$ cat src/rtl/mdio_pkg.sv
// Shared MDIO Clause 22 constants, opcode and frame-engine state encodings.
package mdio_pkg;

    typedef enum logic [1:0] {
        OP_WRITE = 2'b01,
        OP_READ  = 2'b10
    } mdio_op_e;

    localparam logic [1:0]  MDIO_ST          = 2'b01;
    localparam logic [4:0]  REG_BMCR         = 5'd0;
    localparam logic [4:0]  REG_BMSR         = 5'd1;
    localparam int unsigned BMSR_LINK_BIT    = 2;
    localparam int unsigned BMSR_AN_DONE_BIT = 5;

    typedef enum logic [3:0] {
        ST_IDLE,
        ST_PREAMBLE,
        ST_START,
        ST_OP,
        ST_PHYAD,
        ST_REGAD,
        ST_TA,
        ST_DATA,
        ST_DONE
    } mdio_state_e;

endpackage

$ cat src/rtl/mdio_frame_engine.sv
// MDC generator and bit-serial Clause 22 frame engine with start/done handshake.
module mdio_frame_engine
    import mdio_pkg::*;
#(
    parameter int unsigned CLK_DIV       = 20,
    parameter int unsigned PREAMBLE_BITS = 32
) (
    input  logic        clk,
    input  logic        rst,
    input  logic        mdio_i,
    input  logic        start,
    input  logic        start_write,
    input  logic [4:0]  start_phy,
    input  logic [4:0]  start_reg,
    input  logic [15:0] start_wdata,
    output logic        mdc,
    output logic        mdio_o,
    output logic        mdio_oe,
    output logic        mdc_fall,
    output logic        idle,
    output logic        done,
    output logic [15:0] rdata
);

    localparam int unsigned DIV_W = $clog2(CLK_DIV);

    mdio_state_e      state;
    logic [DIV_W-1:0] div_cnt;
    logic [5:0]       bit_cnt;
    logic [13:0]      hdr;
    logic [15:0]      shreg;
    logic             is_write;
    logic             div_end;
    logic             mdc_rise;

    // MDC edge strobes: true on the clk cycle whose edge toggles MDC
    always_comb begin
        div_end  = (div_cnt == DIV_W'(CLK_DIV - 1));
        mdc_fall = div_end && mdc;
        mdc_rise = div_end && !mdc;
        idle     = (state == ST_IDLE);
        done     = (state == ST_DONE);
        rdata    = shreg;
    end

    // Divider, frame FSM and data shift register; bus changes only on MDC falls
    always_ff @(posedge clk) begin
        if (!rst) begin
            div_cnt  <= '0;
            mdc      <= 1'b0;
            mdio_o   <= 1'b1;
            mdio_oe  <= 1'b0;
            state    <= ST_IDLE;
            bit_cnt  <= '0;
            hdr      <= '0;
            shreg    <= '0;
            is_write <= 1'b0;
        end else begin
            if (div_end) begin
                div_cnt <= '0;
                mdc     <= ~mdc;
            end else begin
                div_cnt <= div_cnt + DIV_W'(1);
            end

            if (mdc_rise && state == ST_DATA && !is_write)
                shreg <= {shreg[14:0], mdio_i};

            if (state == ST_DONE) begin
                state <= ST_IDLE;
            end else if (mdc_fall) begin
                // bit_cnt holds the bits still to go in the current field after the one now driven
                case (state)
                    ST_IDLE: begin
                        if (start) begin
                            state    <= ST_PREAMBLE;
                            bit_cnt  <= 6'(PREAMBLE_BITS - 1);
                            is_write <= start_write;
                            hdr      <= {MDIO_ST, start_write ? OP_WRITE : OP_READ, start_phy, start_reg};
                            shreg    <= start_wdata;
                            mdio_o   <= 1'b1;
                            mdio_oe  <= 1'b1;
                        end
                    end
                    ST_PREAMBLE: begin
                        if (bit_cnt == '0) begin
                            state   <= ST_START;
                            bit_cnt <= 6'd1;
                            mdio_o  <= hdr[13];
                            hdr     <= {hdr[12:0], 1'b0};
                        end else begin
                            bit_cnt <= bit_cnt - 6'd1;
                        end
                    end
                    ST_START, ST_OP, ST_PHYAD: begin
                        mdio_o <= hdr[13];
                        hdr    <= {hdr[12:0], 1'b0};
                        if (bit_cnt == '0) begin
                            state   <= (state == ST_START) ? ST_OP : (state == ST_OP) ? ST_PHYAD : ST_REGAD;
                            bit_cnt <= (state == ST_START) ? 6'd1 : 6'd4;
                        end else begin
                            bit_cnt <= bit_cnt - 6'd1;
                        end
                    end
                    ST_REGAD: begin
                        if (bit_cnt == '0) begin
                            state   <= ST_TA;
                            bit_cnt <= 6'd1;
                            mdio_o  <= 1'b1;
                            mdio_oe <= is_write;
                        end else begin
                            bit_cnt <= bit_cnt - 6'd1;
                            mdio_o  <= hdr[13];
                            hdr     <= {hdr[12:0], 1'b0};
                        end
                    end
                    ST_TA: begin
                        if (bit_cnt == '0) begin
                            state   <= ST_DATA;
                            bit_cnt <= 6'd15;
                            if (is_write) begin
                                mdio_o <= shreg[15];
                                shreg  <= {shreg[14:0], 1'b0};
                            end
                        end else begin
                            bit_cnt <= bit_cnt - 6'd1;
                            mdio_o  <= ~is_write;
                        end
                    end
                    ST_DATA: begin
                        if (bit_cnt == '0) begin
                            state   <= ST_DONE;
                            mdio_oe <= 1'b0;
                            mdio_o  <= 1'b1;
                        end else begin
                            bit_cnt <= bit_cnt - 6'd1;
                            if (is_write) begin
                                mdio_o <= shreg[15];
                                shreg  <= {shreg[14:0], 1'b0};
                            end
                        end
                    end
                    default: state <= ST_IDLE;
                endcase
            end
        end
    end

endmodule

$ cat src/rtl/mdio_mgmt_ctrl.sv
// MDIO management master: host port plus periodic BMSR poller sharing one frame engine.
module mdio_mgmt_ctrl
    import mdio_pkg::*;
#(
    parameter int unsigned CLK_DIV       = 20,
    parameter int unsigned POLL_INTERVAL = 1_000_000,
    parameter logic [4:0]  POLL_PHY_ADDR = 5'd1,
    parameter int unsigned PREAMBLE_BITS = 32
) (
    input  logic        clk,
    input  logic        rst,
    output logic        mdc,
    output logic        mdio_o,
    output logic        mdio_oe,
    input  logic        mdio_i,
    input  logic        poll_en,
    input  logic        req_valid,
    output logic        req_ready,
    input  logic        req_write,
    input  logic [4:0]  req_phy,
    input  logic [4:0]  req_reg,
    input  logic [15:0] req_wdata,
    output logic        rsp_valid,
    output logic [15:0] rsp_rdata,
    output logic        busy,
    output logic        link_up,
    output logic        an_done
);

    localparam int unsigned PW = $clog2(POLL_INTERVAL);

    logic [PW-1:0] poll_cnt;
    logic          poll_pending;
    logic          cur_host;
    logic          cur_write;
    logic          mdc_fall;
    logic          eng_idle;
    logic          eng_done;
    logic [15:0]   eng_rdata;
    logic          start_host;
    logic          start_poll;
    logic          eng_start;
    logic          eng_write;
    logic [4:0]    eng_phy;
    logic [4:0]    eng_reg;

    // Arbitration at an idle MDC fall: host wins, a pending poll waits for the next free fall
    always_comb begin
        start_host = eng_idle && mdc_fall && req_valid;
        start_poll = eng_idle && mdc_fall && !req_valid && poll_pending;
        eng_start  = start_host || start_poll;
        eng_write  = start_host && req_write;
        eng_phy    = start_host ? req_phy : POLL_PHY_ADDR;
        eng_reg    = start_host ? req_reg : REG_BMSR;
    end

    // Poll interval timer; expiry is latched until a poll frame actually starts
    always_ff @(posedge clk) begin
        if (!rst || !poll_en) begin
            poll_cnt     <= '0;
            poll_pending <= 1'b0;
        end else if (poll_cnt == PW'(POLL_INTERVAL - 1)) begin
            poll_cnt     <= '0;
            poll_pending <= 1'b1;
        end else begin
            poll_cnt <= poll_cnt + PW'(1);
            if (start_poll)
                poll_pending <= 1'b0;
        end
    end

    // Handshake, busy flag, host response and polled link status registers
    always_ff @(posedge clk) begin
        if (!rst) begin
            req_ready <= 1'b0;
            rsp_valid <= 1'b0;
            rsp_rdata <= '0;
            busy      <= 1'b0;
            link_up   <= 1'b0;
            an_done   <= 1'b0;
            cur_host  <= 1'b0;
            cur_write <= 1'b0;
        end else begin
            req_ready <= start_host;
            rsp_valid <= 1'b0;
            if (eng_start) begin
                busy      <= 1'b1;
                cur_host  <= start_host;
                cur_write <= eng_write;
            end
            if (eng_done) begin
                busy <= 1'b0;
                if (cur_host) begin
                    rsp_valid <= 1'b1;
                    if (!cur_write)
                        rsp_rdata <= eng_rdata;
                end else begin
                    link_up <= eng_rdata[BMSR_LINK_BIT];
                    an_done <= eng_rdata[BMSR_AN_DONE_BIT];
                end
            end
        end
    end

    mdio_frame_engine #(
        .CLK_DIV       (CLK_DIV),
        .PREAMBLE_BITS (PREAMBLE_BITS)
    ) u_engine (
        .clk         (clk),
        .rst         (rst),
        .mdio_i      (mdio_i),
        .start       (eng_start),
        .start_write (eng_write),
        .start_phy   (eng_phy),
        .start_reg   (eng_reg),
        .start_wdata (req_wdata),
        .mdc         (mdc),
        .mdio_o      (mdio_o),
        .mdio_oe     (mdio_oe),
        .mdc_fall    (mdc_fall),
        .idle        (eng_idle),
        .done        (eng_done),
        .rdata       (eng_rdata)
    );

endmodule

$ cat config.mk
export PLATFORM = sky130hd
export DESIGN_NAME = mdio_mgmt_ctrl
export DESIGN_NICKNAME = d
export VERILOG_FILES = /design/src/rtl/mdio_pkg.sv /design/src/rtl/mdio_frame_engine.sv /design/src/rtl/mdio_mgmt_ctrl.sv
export SDC_FILE = /design/constraint.sdc
export NUM_CORES = 1
export LEC_CHECK = 0
export ABC_AREA = 1
export CORE_MARGIN = 1.5
export CORE_UTILIZATION = 35
export DETAILED_ROUTE_END_ITERATION = 16
export GPL_TIMING_DRIVEN = 0
export PLACE_DENSITY_LB_ADDON = 0.05
export SKIP_CTS_REPAIR_TIMING = 1
export SLEW_MARGIN = 20
export SYNTH_ARGS = -nofsm -noshare
export SYNTH_HDL_FRONTEND = slang
export SYNTH_HIERARCHICAL = 1
export SYNTH_SLANG_ARGS = --single-unit
$ cat constraint.sdc
create_clock -name clk -period 5 [get_ports clk]
set_clock_uncertainty 0.2 [all_clocks]
set_input_delay 1.5 -clock clk [delete_from_list [all_inputs] [get_ports clk]]
set_output_delay 1.5 -clock clk [all_outputs]
set_load 0.05 [all_outputs]
Word level (Yosys, flattened, before mapping)
Index checks and enable logic that the tools add are counted.
{"block": "word_totals", "input_bits": 32, "output_inout_bits": 24, "elab_cells": 127, "ff_bits": 93}
{"block": "classes", "addsub": 3, "n_eq_ne": 18, "bitwise_logic": 6, "n_mux": 44, "n_reduce_logical": 37}
{"cell": "two-way mux 16 bit", "n": 7}
{"cell": "one-hot mux 14 bit (4 select lines)", "n": 1}
{"cell": "one-hot mux 16 bit (3 select lines)", "n": 1}
{"cell": "two-way mux 14 bit", "n": 3}
{"cell": "two-way mux 6 bit", "n": 5}
{"cell": "one-hot mux 6 bit (5 select lines)", "n": 1}
{"cell": "two-way mux 4 bit", "n": 7}
{"cell": "one-hot mux 4 bit (6 select lines)", "n": 1}
{"cell": "adder 20 x 1 -> 20 bit, second input constant", "n": 1}
{"cell": "equality test 20 bit, second input constant", "n": 1}
{"cell": "equality test 4 x 3 -> 1 bit, second input constant", "n": 4}
{"cell": "two-way mux 1 bit", "n": 12}
{"cell": "AND reduction 6 bit", "n": 2}
{"cell": "two-way mux 5 bit", "n": 2}
{"cell": "!= test 2 x 1 -> 1 bit, second input constant", "n": 5}
{"cell": "AND reduction 5 bit", "n": 2}
{"cell": "logical AND 1 bit", "n": 9}
{"cell": "equality test 4 x 2 -> 1 bit, second input constant", "n": 2}
{"cell": "OR reduction 2 bit", "n": 4}
{"cell": "AND reduction 7 bit", "n": 1}
{"cell": "zero test 6 bit", "n": 1}
{"cell": "!= test 2 bit, second input constant", "n": 3}
{"cell": "NOT 1 bit", "n": 6}
{"cell": "one-hot mux 1 bit (6 select lines)", "n": 1}
{"cell": "other kinds (20)", "n": 26}

Depth between registers and ports, before layout
Gate-level depths: netlist of the first run.
{"block": "depth", "depth_word": 10, "mapped_depth": 18}

Modules after synthesis
Netlist of the first run, hierarchy kept.
{"module": "mdio_frame_engine", "n_inst": 1, "area_per_inst_um2": 3412.0, "cells_each": 573}
{"module": "mdio_mgmt_ctrl", "n_inst": 1, "area_per_inst_um2": 1978.1, "cells_each": 287}

Worst setup path after synthesis of the first run
OpenSTA, ideal clock, no wires.
{"block": "synth_timing", "path_kind": "in2reg", "from": "input req_valid", "to": "register u_engine.bit_cnt[0]", "setup_slack_ns": 2.276, "setup_ns": 0.117, "stages": 11, "path_buffers": 0, "arrival_time_ns": 2.407, "path_cell_list": "nand2_1 > nand2_1 > nor2_1 > nor2_1 > nand2_1 > inv_1 > nand2_1 > inv_2 > o21ai_0 > nor2_1 > nor2_1"}
{"block": "synth_via", "elab_chain_cells": 6}
{"element": "start, declared", "line_no": "mdio_mgmt_ctrl.sv:17", "source": "input logic req_valid,"}
{"element": "zero test 1 bit", "line_no": "mdio_mgmt_ctrl.sv:50", "source": "start_poll = eng_idle && mdc_fall && !req_valid && poll_pending;"}
{"element": "logical AND 1 bit (2 in a row)", "line_no": "mdio_mgmt_ctrl.sv:50"}
{"element": "logical OR 1 bit *", "line_no": "mdio_mgmt_ctrl.sv:51", "source": "eng_start = start_host || start_poll;"}
{"element": "net eng_start", "line_no": "mdio_mgmt_ctrl.sv:42", "source": "logic eng_start;"}
{"element": "!= test 2 x 1 -> 1 bit (no line) *"}
{"element": "AND reduction 5 bit (no line) *"}
{"element": "end signal, assigned", "line_no": "mdio_frame_engine.sv:112", "source": "bit_cnt <= bit_cnt - 6'd1;"}
{"element": "end signal, assigned", "line_no": "mdio_frame_engine.sv:126", "source": "bit_cnt <= bit_cnt - 6'd1;"}
{"element": "end signal, assigned", "line_no": "mdio_frame_engine.sv:136", "source": "bit_cnt <= bit_cnt - 6'd1;"}
{"element": "end, declared", "line_no": "mdio_frame_engine.sv:29", "source": "logic [5:0] bit_cnt;"}
Mark *: on every way through the listed nets, which the timed path passes. The rest lies on a longest branch.
A chain may end at the register's enable or synchronous reset.

Worst setup path in the final report of the first run
{"block": "layout_timing", "from": "register u_engine.mdc", "to": "output mdc"}
{"element": "start, declared", "line_no": "mdio_frame_engine.sv:16", "source": "output logic mdc,"}
{"element": "start signal, assigned", "line_no": "mdio_frame_engine.sv:61", "source": "mdc <= ~mdc;"}
{"element": "end, declared", "line_no": "mdio_mgmt_ctrl.sv:12", "source": "output logic mdc,"}
No word-level cell between the ends.

==> impl_results.md, run 1 <==
- Outcome: finished clean
- Total CTS buffers: 9
- Clk slew on worst S/H paths: about 0.070 ns
- Port Buffers: 55
- Routability cong.: roughly 0.86
- Combinational Power Share: roughly 3.4%
- DP HPWL: 11700 um
- Largest net degree at the start of global routing: 15
- CP Capture Type: output pin
- Switching Fraction: between 20% and 30%
- RSZ-0062 raised after global routing: false
- CTS tree: yes
- Synth Cell Area: 5390 um2
- N_diodes: 0
- Hold Vio Cnt, Final: 0
- Part of the power in the clock network: around 48%
- Leakage Power: a little under 3 nW
- Core area: around 15000 um2
- Filler cells: around 1600
- Clk sinks: 93
- Yosys cell types: 39
- Commonest register cell after synthesis: dfxtp_1
- Top cell type's share of synthesized area: about 35%
- Post-Syn Instances: between 800 and 900
- Period utilization: between 60 and 70%
- Crit path launch type: flip-flop
- Initial core utilization: between 30% and 40%
- Crit-path max FO: 4
- First-pass GRT wire length: 26500 um
- Drt wl/cell: 14.3 um
- Setup TNS: 0 ns
- H-tree depth: 3
- GRT Overall Usage: 20.5%
- Vias per inst: 5.03
- Row count: between 40 and 50
- Ys async rst share: 0%
- Crit-path max cell delay: around 0.86 ns
- IO Count: 56
- Overflow after GRT: 0
- Yosys top cell by area: dfxtp_1
- PD cells: approximately 240 nW/um2
- Clock latency on the worst-skew pair: between 0.3 and 0.4 ns
- Required time of the worst setup path: between 3 and 4 ns
- Kind of critical path: reg2out
- Vias: around 5600
- Final worst path period need: ~3.3 ns
- Sequential fraction of the synthesis area: 34.5%
- Share of layout cells above drive strength 1: under 10%
- Routed WL: 15900 um
- Yosys reg bits: 93
- DR DRC count: 0
- Net count after synthesis: between 800 and 900
- Most frequent cells in the layout: 257 x nand2_1, 156 x nor2_1, 93 x dfxtp_1
- Nets: ~960
- CP Cell Sequence: clkdlybuf4s50_1
- CTS Buffer Depth: 2
- Pint: around 1.2 mW
- Slew @ Worst Pin: around 0.65 ns
- Top post-synthesis cells by area: dfxtp_1 35%, nand2_1 18%, nor2_1 11%
- Max IR drop VDD: about 180 uV
- Slew margin rel.: 56.7%
- Initial DRC count: around 520
- Initial antenna violation count: 0
- Die Ht: ~130 um
- Worst slack, placed: ~1.3 ns
- Critical path's slowest cell: clkdlybuf4s50_1
- Average size of a mapped cell: 6.27 um2
- Die area: 16200 um2
- TritonRoute pass-1 iters: 5
- Psw: around 0.32 mW
- Area Growth Syn to Fin: 20.4%
- Part of the power in registers: between 40% and 50%
- Buf/Inv on CP: 1
- Most common cell after layout, fill and taps aside: nand2_1
- Vias in the first global route: around 5400
- Root buf cell: clkbuf_16
- Fin. max-slew vios: 0
- Post-synth EDFFs: 0
- Final setup fails: 0
- Max cap viols: 0
- Crit path DAT: roughly 1.6 ns
- Hold WC Path Type: reg2reg
- Antenna violation net count after detailed routing: 0
- Fmax: 299 MHz
- Setup ws final: 1.66 ns
- Critical path's top delay family: buffers and inverters
- Die width: 127 um
- Yosys warning count: 6
layer usage:
metal	part of all wire, %	wire [um]	GRT usage, %
met1	48	7710	26.9
met2	46	7260	34.0
met3	4.4	703	3.52
met4	1.6	263	7.15
met5	0	0	0
area by class of cell:
| cell class | instances | area (um2) | area share, % |
|---|---|---|---|
| multi-input cells | 671 | 3120 | 48.0 |
| flip-flops and latches | 93 | 1860 | 28.7 |
| repair buffers | 55 | 551 | 8.48 |
| inverters | 66 | 248 | 3.82 |
| clock buffers | 12 | 246 | 3.80 |
| well taps | 188 | 235 | 3.62 |
| plain buffers | 30 | 163 | 2.51 |
| clock inverters | 3 | 68.8 | 1.06 |
final timing paths:
check / cells past startpoint / startpoint / slack (ns) / end
max: 1 / u_engine/mdc$_SDFFE_PN0N_ / 1.66 / mdc
min: 1 / poll_cnt[0]$_SDFF_PP0_ / 0.25 / poll_cnt[0]$_SDFF_PP0_
min reg2reg: 1 / poll_cnt[0]$_SDFF_PP0_ / 0.25 / poll_cnt[0]$_SDFF_PP0_
max reg2reg: 15 / u_engine/div_cnt[0]$_SDFF_PP0_ / 2.05 / u_engine/is_write$_SDFFE_PN0P_
per-stage QoR:
stage               utilization, %  area, um2  power, mW  std cells  hold slack (ns)
floorplan                        -       5390      0.781        860            0.217
detailed placement            40.8       6180      0.815       1103            0.245
finish                        42.9       6490       1.54       1118            0.251
global route                  42.9       6490       1.60       1118            0.281
global placement              40.8       6180      0.815       1103            0.233
CTS                           42.9       6490       1.57       1118            0.253
flip-flops by register name, indices dropped and copies added, names as in the netlist:
signal,cells
poll_cnt,20
rsp_rdata,16
u_engine/rdata,16
u_engine/hdr,14
u_engine/bit_cnt,6
u_engine/div_cnt,5
u_engine/state,4
an_done,1
busy,1
cur_host,1
cur_write,1
link_up,1
poll_pending,1
req_ready,1
rsp_valid,1
u_engine/is_write,1
u_engine/mdc,1
u_engine/mdio_o,1
u_engine/mdio_oe,1
cells by family after synthesis:
group           share of synthesized area, %
compound gates                          11.4
xor+xnor                                2.27
fa+ha+maj                              0.696
buf+inv                                 7.61
flops                                   34.5
simple gates                            43.5
Yosys cell counts, types with 4 or more instances:
library cell,instances
a21oi_1,37
buf_2,16
clkbuf_1,9
dfxtp_1,93
inv_1,57
inv_2,8
nand2_1,257
nand2_2,5
nand3_1,57
nand3b_1,4
nand4_1,20
nor2_1,156
nor2_4,4
nor3_1,6
o211ai_1,4
o21ai_0,57
o21ai_1,10
or2_2,17
xor2_1,11
power groups by stage:
stage / clock [mW] / sequential (mW) / combinational (mW)
final: 0.742 / 0.745 / 0.0530
after global routing: 0.793 / 0.745 / 0.0579
after CTS: 0.769 / 0.745 / 0.0536
after detailed placement: 0 / 0.762 / 0.0533
after global placement: 0 / 0.762 / 0.0532
after floorplan: 0 / 0.762 / 0.0192
worst reg2reg max path, delay by kind of cell (launching register included):
kind,cells,cell delay (ns)
AO/OA/AOI/OAI,2,0.23
adder cells (fa/ha/maj),1,0.20
AND/OR/NAND/NOR,8,1.26
buffers and inverters,4,0.57
flip-flops,1,0.36
(Power assumes the default switching activity.)
==> run 2: changes to the inputs <==
clock period = 3.4 ns   (was 5 ns; I/O delays follow)
==> results of run 2 <==
The final DEF is identical to that of run 1. Status: finished clean.
Among the figures that moved: setup slack after placement 1.28 ns -> 0.164 ns; setup slack after layout 1.66 ns -> 0.453 ns; start point of the critical path u_engine/mdc$_SDFFE_PN0N_ -> u_engine/div_cnt[0]$_SDFF_PP0_; end point of the critical path mdc -> u_engine/is_write$_SDFFE_PN0P_; register-to-register setup slack 2.05 ns -> 0.45 ns; total power 1.54 mW -> 2.27 mW; worst IR drop on VDD 175 uV -> 258 uV
==> run 3: changes to the inputs <==
ABC_CLOCK_PERIOD_IN_PS = 3400   (was default)
==> results of run 3 <==
The final DEF is identical to that of run 1. Status: finished clean.
Among the figures that moved: setup slack after placement 1.28 ns -> 0.164 ns; setup slack after layout 1.66 ns -> 0.453 ns; start point of the critical path u_engine/mdc$_SDFFE_PN0N_ -> u_engine/div_cnt[0]$_SDFF_PP0_; end point of the critical path mdc -> u_engine/is_write$_SDFFE_PN0P_; register-to-register setup slack 2.05 ns -> 0.45 ns; total power 1.54 mW -> 2.27 mW; worst IR drop on VDD 175 uV -> 258 uV
